==> src/rtl/cpu_pkg.sv <==
// Shared CPU definitions: sequencer states, opcode fields, condition codes,
// PC command encoding and PSR flag positions.
package cpu_pkg;

  typedef enum logic [1:0] {
    S_FETCH  = 2'd0,
    S_DECODE = 2'd1,
    S_EXEC   = 2'd2,
    S_UPDATE = 2'd3
  } state_t;

  typedef enum logic [1:0] {
    K_ALU    = 2'd0,
    K_BRANCH = 2'd1,
    K_JUMP   = 2'd2
  } instr_kind_t;

  localparam logic [3:0] OP_BCOND  = 4'b1100;
  localparam logic [3:0] OP_JCOND  = 4'b0100;
  localparam logic [3:0] EXT_JCOND = 4'b1100;

  localparam logic [3:0] COND_EQ = 4'b0000;
  localparam logic [3:0] COND_NE = 4'b0001;
  localparam logic [3:0] COND_CS = 4'b0010;
  localparam logic [3:0] COND_CC = 4'b0011;
  localparam logic [3:0] COND_HI = 4'b0100;
  localparam logic [3:0] COND_LS = 4'b0101;
  localparam logic [3:0] COND_GT = 4'b0110;
  localparam logic [3:0] COND_LE = 4'b0111;
  localparam logic [3:0] COND_FS = 4'b1000;
  localparam logic [3:0] COND_FC = 4'b1001;
  localparam logic [3:0] COND_LO = 4'b1010;
  localparam logic [3:0] COND_HS = 4'b1011;
  localparam logic [3:0] COND_LT = 4'b1100;
  localparam logic [3:0] COND_GE = 4'b1101;
  localparam logic [3:0] COND_UC = 4'b1110;
  localparam logic [3:0] COND_NV = 4'b1111;

  localparam logic [1:0] PC_HOLD   = 2'b00;
  localparam logic [1:0] PC_INC    = 2'b01;
  localparam logic [1:0] PC_JUMP   = 2'b10;
  localparam logic [1:0] PC_BRANCH = 2'b11;

  // flags bus is {F,L,N,C,Z}
  localparam int FLAG_Z = 0;
  localparam int FLAG_C = 1;
  localparam int FLAG_N = 2;
  localparam int FLAG_L = 3;
  localparam int FLAG_F = 4;

  function automatic instr_kind_t classify(input logic [3:0] opcode,
                                           input logic [3:0] ext);
    if (opcode == OP_BCOND)                     return K_BRANCH;
    else if (opcode == OP_JCOND && ext == EXT_JCOND) return K_JUMP;
    else                                        return K_ALU;
  endfunction

endpackage

==> src/rtl/cond_eval.sv <==
// Condition-code evaluator: decides whether a conditional branch/jump is taken
// from the 4-bit condition field and the PSR flags.
module cond_eval
  import cpu_pkg::*;
(
  input  logic [3:0] cond,
  input  logic [4:0] flags,
  output logic       taken
);

  logic z, c, n, l, f;

  assign z = flags[FLAG_Z];
  assign c = flags[FLAG_C];
  assign n = flags[FLAG_N];
  assign l = flags[FLAG_L];
  assign f = flags[FLAG_F];

  // NOTE: every always_comb output gets a default first so no path can infer a latch.
  always_comb begin
    taken = 1'b0;
    case (cond)
      COND_EQ: taken = z;
      COND_NE: taken = !z;
      COND_CS: taken = c;
      COND_CC: taken = !c;
      COND_HI: taken = l;
      COND_LS: taken = !l;
      COND_GT: taken = n;
      COND_LE: taken = !n;
      COND_FS: taken = f;
      COND_FC: taken = !f;
      COND_LO: taken = !l && !z;
      COND_HS: taken = l || z;
      COND_LT: taken = !n && !z;
      COND_GE: taken = n || z;
      COND_UC: taken = 1'b1;
      COND_NV: taken = 1'b0;
    endcase
  end

endmodule

==> src/rtl/fetch_control.sv <==
// Instruction sequencer in front of the PC register: fetch into IR, resolve
// branches/jumps or hand off to the datapath, then issue one PC command.
module fetch_control
  import cpu_pkg::*;
#(
  parameter int WIDTH = 16
) (
  input  logic             clk,
  input  logic             reset,
  input  logic [WIDTH-1:0] pc,
  output logic             mem_rd_en,
  output logic [WIDTH-1:0] mem_addr,
  input  logic [WIDTH-1:0] mem_rdata,
  input  logic             mem_valid,
  output logic [WIDTH-1:0] ir,
  output logic             exec_start,
  input  logic             exec_done,
  input  logic [4:0]       flags,
  output logic [3:0]       rtarget_sel,
  input  logic [WIDTH-1:0] rtarget_data,
  output logic [1:0]       pc_en,
  output logic [WIDTH-1:0] pc_new_adr,
  output logic [WIDTH-1:0] pc_imm
);

  state_t      state, state_d;
  instr_kind_t kind_q, dec_kind;
  logic        taken_q;
  logic        exec_first_q;
  logic        cond_taken;

  assign dec_kind    = classify(ir[WIDTH-1 -: 4], ir[7:4]);
  assign rtarget_sel = ir[3:0];

  cond_eval u_cond_eval (
    .cond  (ir[11:8]),
    .flags (flags),
    .taken (cond_taken)
  );

  always_comb begin
    state_d    = state;
    mem_rd_en  = 1'b0;
    exec_start = 1'b0;
    pc_en      = PC_HOLD;
    case (state)
      S_FETCH: begin
        // State already sits in FETCH while reset is held; gating keeps the
        // read request low for the whole reset window.
        mem_rd_en = reset;
        if (mem_valid) state_d = S_DECODE;
      end
      S_DECODE: begin
        state_d = (dec_kind == K_ALU) ? S_EXEC : S_UPDATE;
      end
      S_EXEC: begin
        exec_start = exec_first_q;
        if (exec_done) state_d = S_UPDATE;
      end
      S_UPDATE: begin
        pc_en = PC_INC;
        if (taken_q) pc_en = (kind_q == K_BRANCH) ? PC_BRANCH : PC_JUMP;
        state_d = S_FETCH;
      end
    endcase
  end

  assign mem_addr = mem_rd_en ? pc : '0;

  // NOTE: sequential state uses non-blocking assignments so every flop samples
  // pre-edge values regardless of statement order.
  always_ff @(posedge clk or negedge reset) begin
    if (!reset) begin
      state        <= S_FETCH;
      ir           <= '0;
      pc_new_adr   <= '0;
      pc_imm       <= '0;
      kind_q       <= K_ALU;
      taken_q      <= 1'b0;
      exec_first_q <= 1'b0;
    end else begin
      state        <= state_d;
      exec_first_q <= (state == S_DECODE);
      if (state == S_FETCH && mem_valid) ir <= mem_rdata;
      if (state == S_DECODE) begin
        kind_q  <= dec_kind;
        // Flags are only meaningful here: they belong to the previous instruction.
        taken_q <= (dec_kind != K_ALU) && cond_taken;
        if (dec_kind == K_BRANCH) pc_imm <= {{(WIDTH-8){ir[7]}}, ir[7:0]};
        if (dec_kind == K_JUMP)   pc_new_adr <= rtarget_data;
      end
    end
  end

endmodule

==> config.mk <==
export PLATFORM = sky130hd
export DESIGN_NAME = fetch_control
export DESIGN_NICKNAME = d
export VERILOG_FILES = /design/src/rtl/cpu_pkg.sv /design/src/rtl/cond_eval.sv /design/src/rtl/fetch_control.sv
export SDC_FILE = /design/constraint.sdc
export NUM_CORES = 1
export LEC_CHECK = 0
export ABC_AREA = 1
export BUFFER_PORTS_ARGS = -buffer_cell sky130_fd_sc_hd__buf_2
export CORE_MARGIN = 2
export CORE_UTILIZATION = 25
export DETAILED_ROUTE_END_ITERATION = 12
export HOLD_SLACK_MARGIN = 0.06
export PLACE_DENSITY = 0.54
export SETUP_SLACK_MARGIN = 0.3
export SYNTH_ARGS = -nofsm -noshare
export SYNTH_HDL_FRONTEND = slang
export SYNTH_SLANG_ARGS = --single-unit
==> constraint.sdc <==
create_clock -name clk -period 1.5 [get_ports clk]
set_input_delay 0.075 -clock clk [delete_from_list [all_inputs] [get_ports clk]]
set_output_delay 0.075 -clock clk [all_outputs]
set_load 0.05 [all_outputs]
==> out/qor.yml <==
global_route:
  grt_use_total: 0.127
  grt_pass1_vias: 2174
  grt_overflow: 0
  antenna_found_initial: 0
  grt_pass1_wl_mm: 10.4
  grt_max_degree: 47
timing:
  relSlewSlack: 0.605
  grt_setup_unrepaired: "true"
  fin_hold_ws_ns: 0.0640
  fin_crit_sh: 1.05
  setup_viol: 30
  setup_tns_ns: -1.01
  tightest_slew_ns: 0.592
  skew_ns: 0.00409
  final.setup.worst_slack_ns: -0.0816
  min_period_ns: 1.58
  hold_viol_final: 0
  fmax_mhz: 632
  slew_viol_final: 0
power:
  vdd.ir_drop.worst_mv: 1.25
  power_leakage_uw: 0.00211
  power_density_mw_per_mm2: 2130
finish:
  synthToLayoutAreaGrowth_pct: 76.6
  design_area_sq_mm: 0.00419
  diodes: 0
  nets: 510
  fin_cells: 578
  drive_above_1_share: 0.559
drt:
  via_per_inst: 4.07
  final_antenna_net_count: 0
  first_pass_iters: 4
  initialDrtViolationCount: 70
  vias: 2352
  drc: 0
  drt-total-wl_mm: 6.91
  wire_per_inst_um: 12.0
floorplanning:
  core_area_sq_mm: 0.00924
  io_pins: 129
  std_cell_rows: 35
  die_h_um: 101
  die_w_um: 101
  initial_core_util: 0.257
  dieArea_sq_mm: 0.0103
placed_design:
  place.gp.congestion: 0.885
  place_inst: 523
  io_buffers: 128
  dp_hpwl_mm: 4.40
  dpl-instance-area_sq_mm: 0.00330
synthesis:
  synthArstFlopShare: 1.00
  syn-num-nets: 340
  synth.cells.most_frequent: "inv_1, dfrtp_1, nand2_1"
  netlist.area_leader.share: 0.485
  synth-compound-area-share: 0.111
  synth_top_family_by_area: "simple AND/OR/NAND/NOR gates"
  syn_area_per_cell_sq_um: 8.53
  synth_xor_area_frac: 0
  yosys-top-cells-area: "dfrtp_1, inv_1, nand2_1"
  yosys.area.top_type: "dfrtp_1"
  yosysMostFrequentCell: "inv_1"
  synth_area_sq_mm: 0.00237
  yosys_warnings: 0
  synth_mux_area_frac: 0.0285
  synthSimpleGateAreaFrac: 0.200
  ys_ff_latch: 46
  synth_adder_area_share: 0.0264
  synthCells: 278
  synth_flop_cell: "dfrtp_1"
  ys_types: 23
  synth_enable_flop_cells: 0
  ys_seq_area_frac: 0.485
clock_tree:
  cts_inserted_buffers: 5
  htreeDepth: 2
  cts_num_sinks: 46
  clk_latency_ns: 0.29
  cts.path.max_buffers: 2
  cts_tree: "yes"
  cts_root_buf: "clkbuf_8"
  clkTransAtPathRegs_ns: 0.08
job:
  cap_violations: 0
critical_path:
  critPathMaxFanout: 8
  critPathCaptureType: "output pin"
  worstPathRequired_ns: 1.42
  crit_arrival_ns: 1.51
  crit_type: "flip-flop to output pin"
  cp-start-kind: "flip-flop"
outcome:
  status: "finished, violations left"
  violations: "negative setup slack"
min_path:
  hp-class: "input port to flip-flop"
what timing repair did:
action,CTS,global route
pin swaps,4,7
hold buffers,31,0
resized for setup,56,41
buffers inserted,7,4
endpoints found under the setup margin,63,74
endpoints found under the hold margin,31,0
cloned,3,2
worst max-delay path: stages (launching register included):
cell,delay [ns]
dfrtp_1,0.40
inv_2,0.07
buf_6,0.10
ha_4,0.22
nand2_8,0.13
nor2_4,0.13
buf_8,0.15
logic make-up (layout without fill, tap and decap cells):
kind of cell | count (synthesis) | count (layout)
and+or+nand+nor | 106 | 109
buffers and inverters | 75 | 243
DFF | 46 | 46
AOI/OAI and AO/OA | 40 | 40
muxes | 6 | 6
adders and majority gates | 5 | 5
where the power goes:
part | internal (uW) | switching [uW]
sequential | 1790 | 441
combinational | 1870 | 4100
clock | 332 | 401
total | 3990 | 4940
per-stage QoR:
stage / setup WS (ns) / total power [uW] / util
2_1_floorplan: 0.0791 / 6280 / -
3_3_place_gp: 0.0708 / 7190 / 0.357
3_5_place_dp: 0.0502 / 7240 / 0.357
4_1_cts: -0.0985 / 8560 / 0.430
5_1_grt: -0.141 / 9450 / 0.453
6_report: -0.0816 / 8920 / 0.453
final timing paths:
check	slack (ns)	end	depth (start not counted)	from
max in group asynchronous	0.92	ir[7]	2	reset
max reg2reg	-0.01	pc_new_adr[12]	9	state[1]
min in group asynchronous	0.15	kind_q[0]	2	reset
max	-0.08	mem_addr[10]	6	state[1]
min reg2reg	0.49	pc_imm[2]	2	pc_imm[2]
min	0.06	ir[8]	3	mem_rdata[8]
cell usage in the layout (no fill, tap or decap), types with 2 or more instances in the layout:
master | synthesis | routed
clkbuf_16 | 0 | 2
o21ai_0 | 7 | 2
a21oi_1 | 11 | 10
nand2_8 | 0 | 4
nor2_4 | 0 | 16
nor2_2 | 1 | 2
nand3_1 | 9 | 9
o21ai_2 | 16 | 19
dfrtp_2 | 0 | 10
clkbuf_8 | 0 | 5
inv_1 | 56 | 48
nand2_1 | 44 | 34
buf_2 | 2 | 107
buf_6 | 3 | 17
clkbuf_1 | 2 | 3
buf_12 | 0 | 2
buf_8 | 0 | 12
inv_2 | 0 | 6
buf_4 | 12 | 7
nor2_1 | 34 | 17
dlygate4sd3_1 | 0 | 31
dfrtp_1 | 46 | 36
mux2_2 | 6 | 6
o21ai_1 | 4 | 6
nand2_2 | 13 | 21
ha_4 | 0 | 4
layer usage:
| metal | up-vias | part of all wire | track usage |
|---|---|---|---|
| li1 | 1178 | - | - |
| met1 | 1085 | 0.42 | 0.161 |
| met2 | 84 | 0.51 | 0.222 |
| met3 | 5 | 0.059 | 0.0290 |
| met4 | 0 | 0.0068 | 0.0312 |
| met5 | - | 0 | 0 |
registers in the layout, summed over array words and instances, names as in the netlist:
| name | count |
|---|---|
| ir | 16 |
| pc_new_adr | 16 |
| pc_imm | 8 |
| kind_q | 2 |
| state | 2 |
| exec_first_q | 1 |
| taken_q | 1 |
cell type report:
cell class / count / area [sq um]
fill: 907 / 5050
tap: 129 / 161
multi-input combinational: 160 / 1200
inverter: 56 / 216
clock buffer: 8 / 80.1
sequential: 46 / 1160
timing repair buffer: 179 / 1370
(Power assumes the default switching activity.)
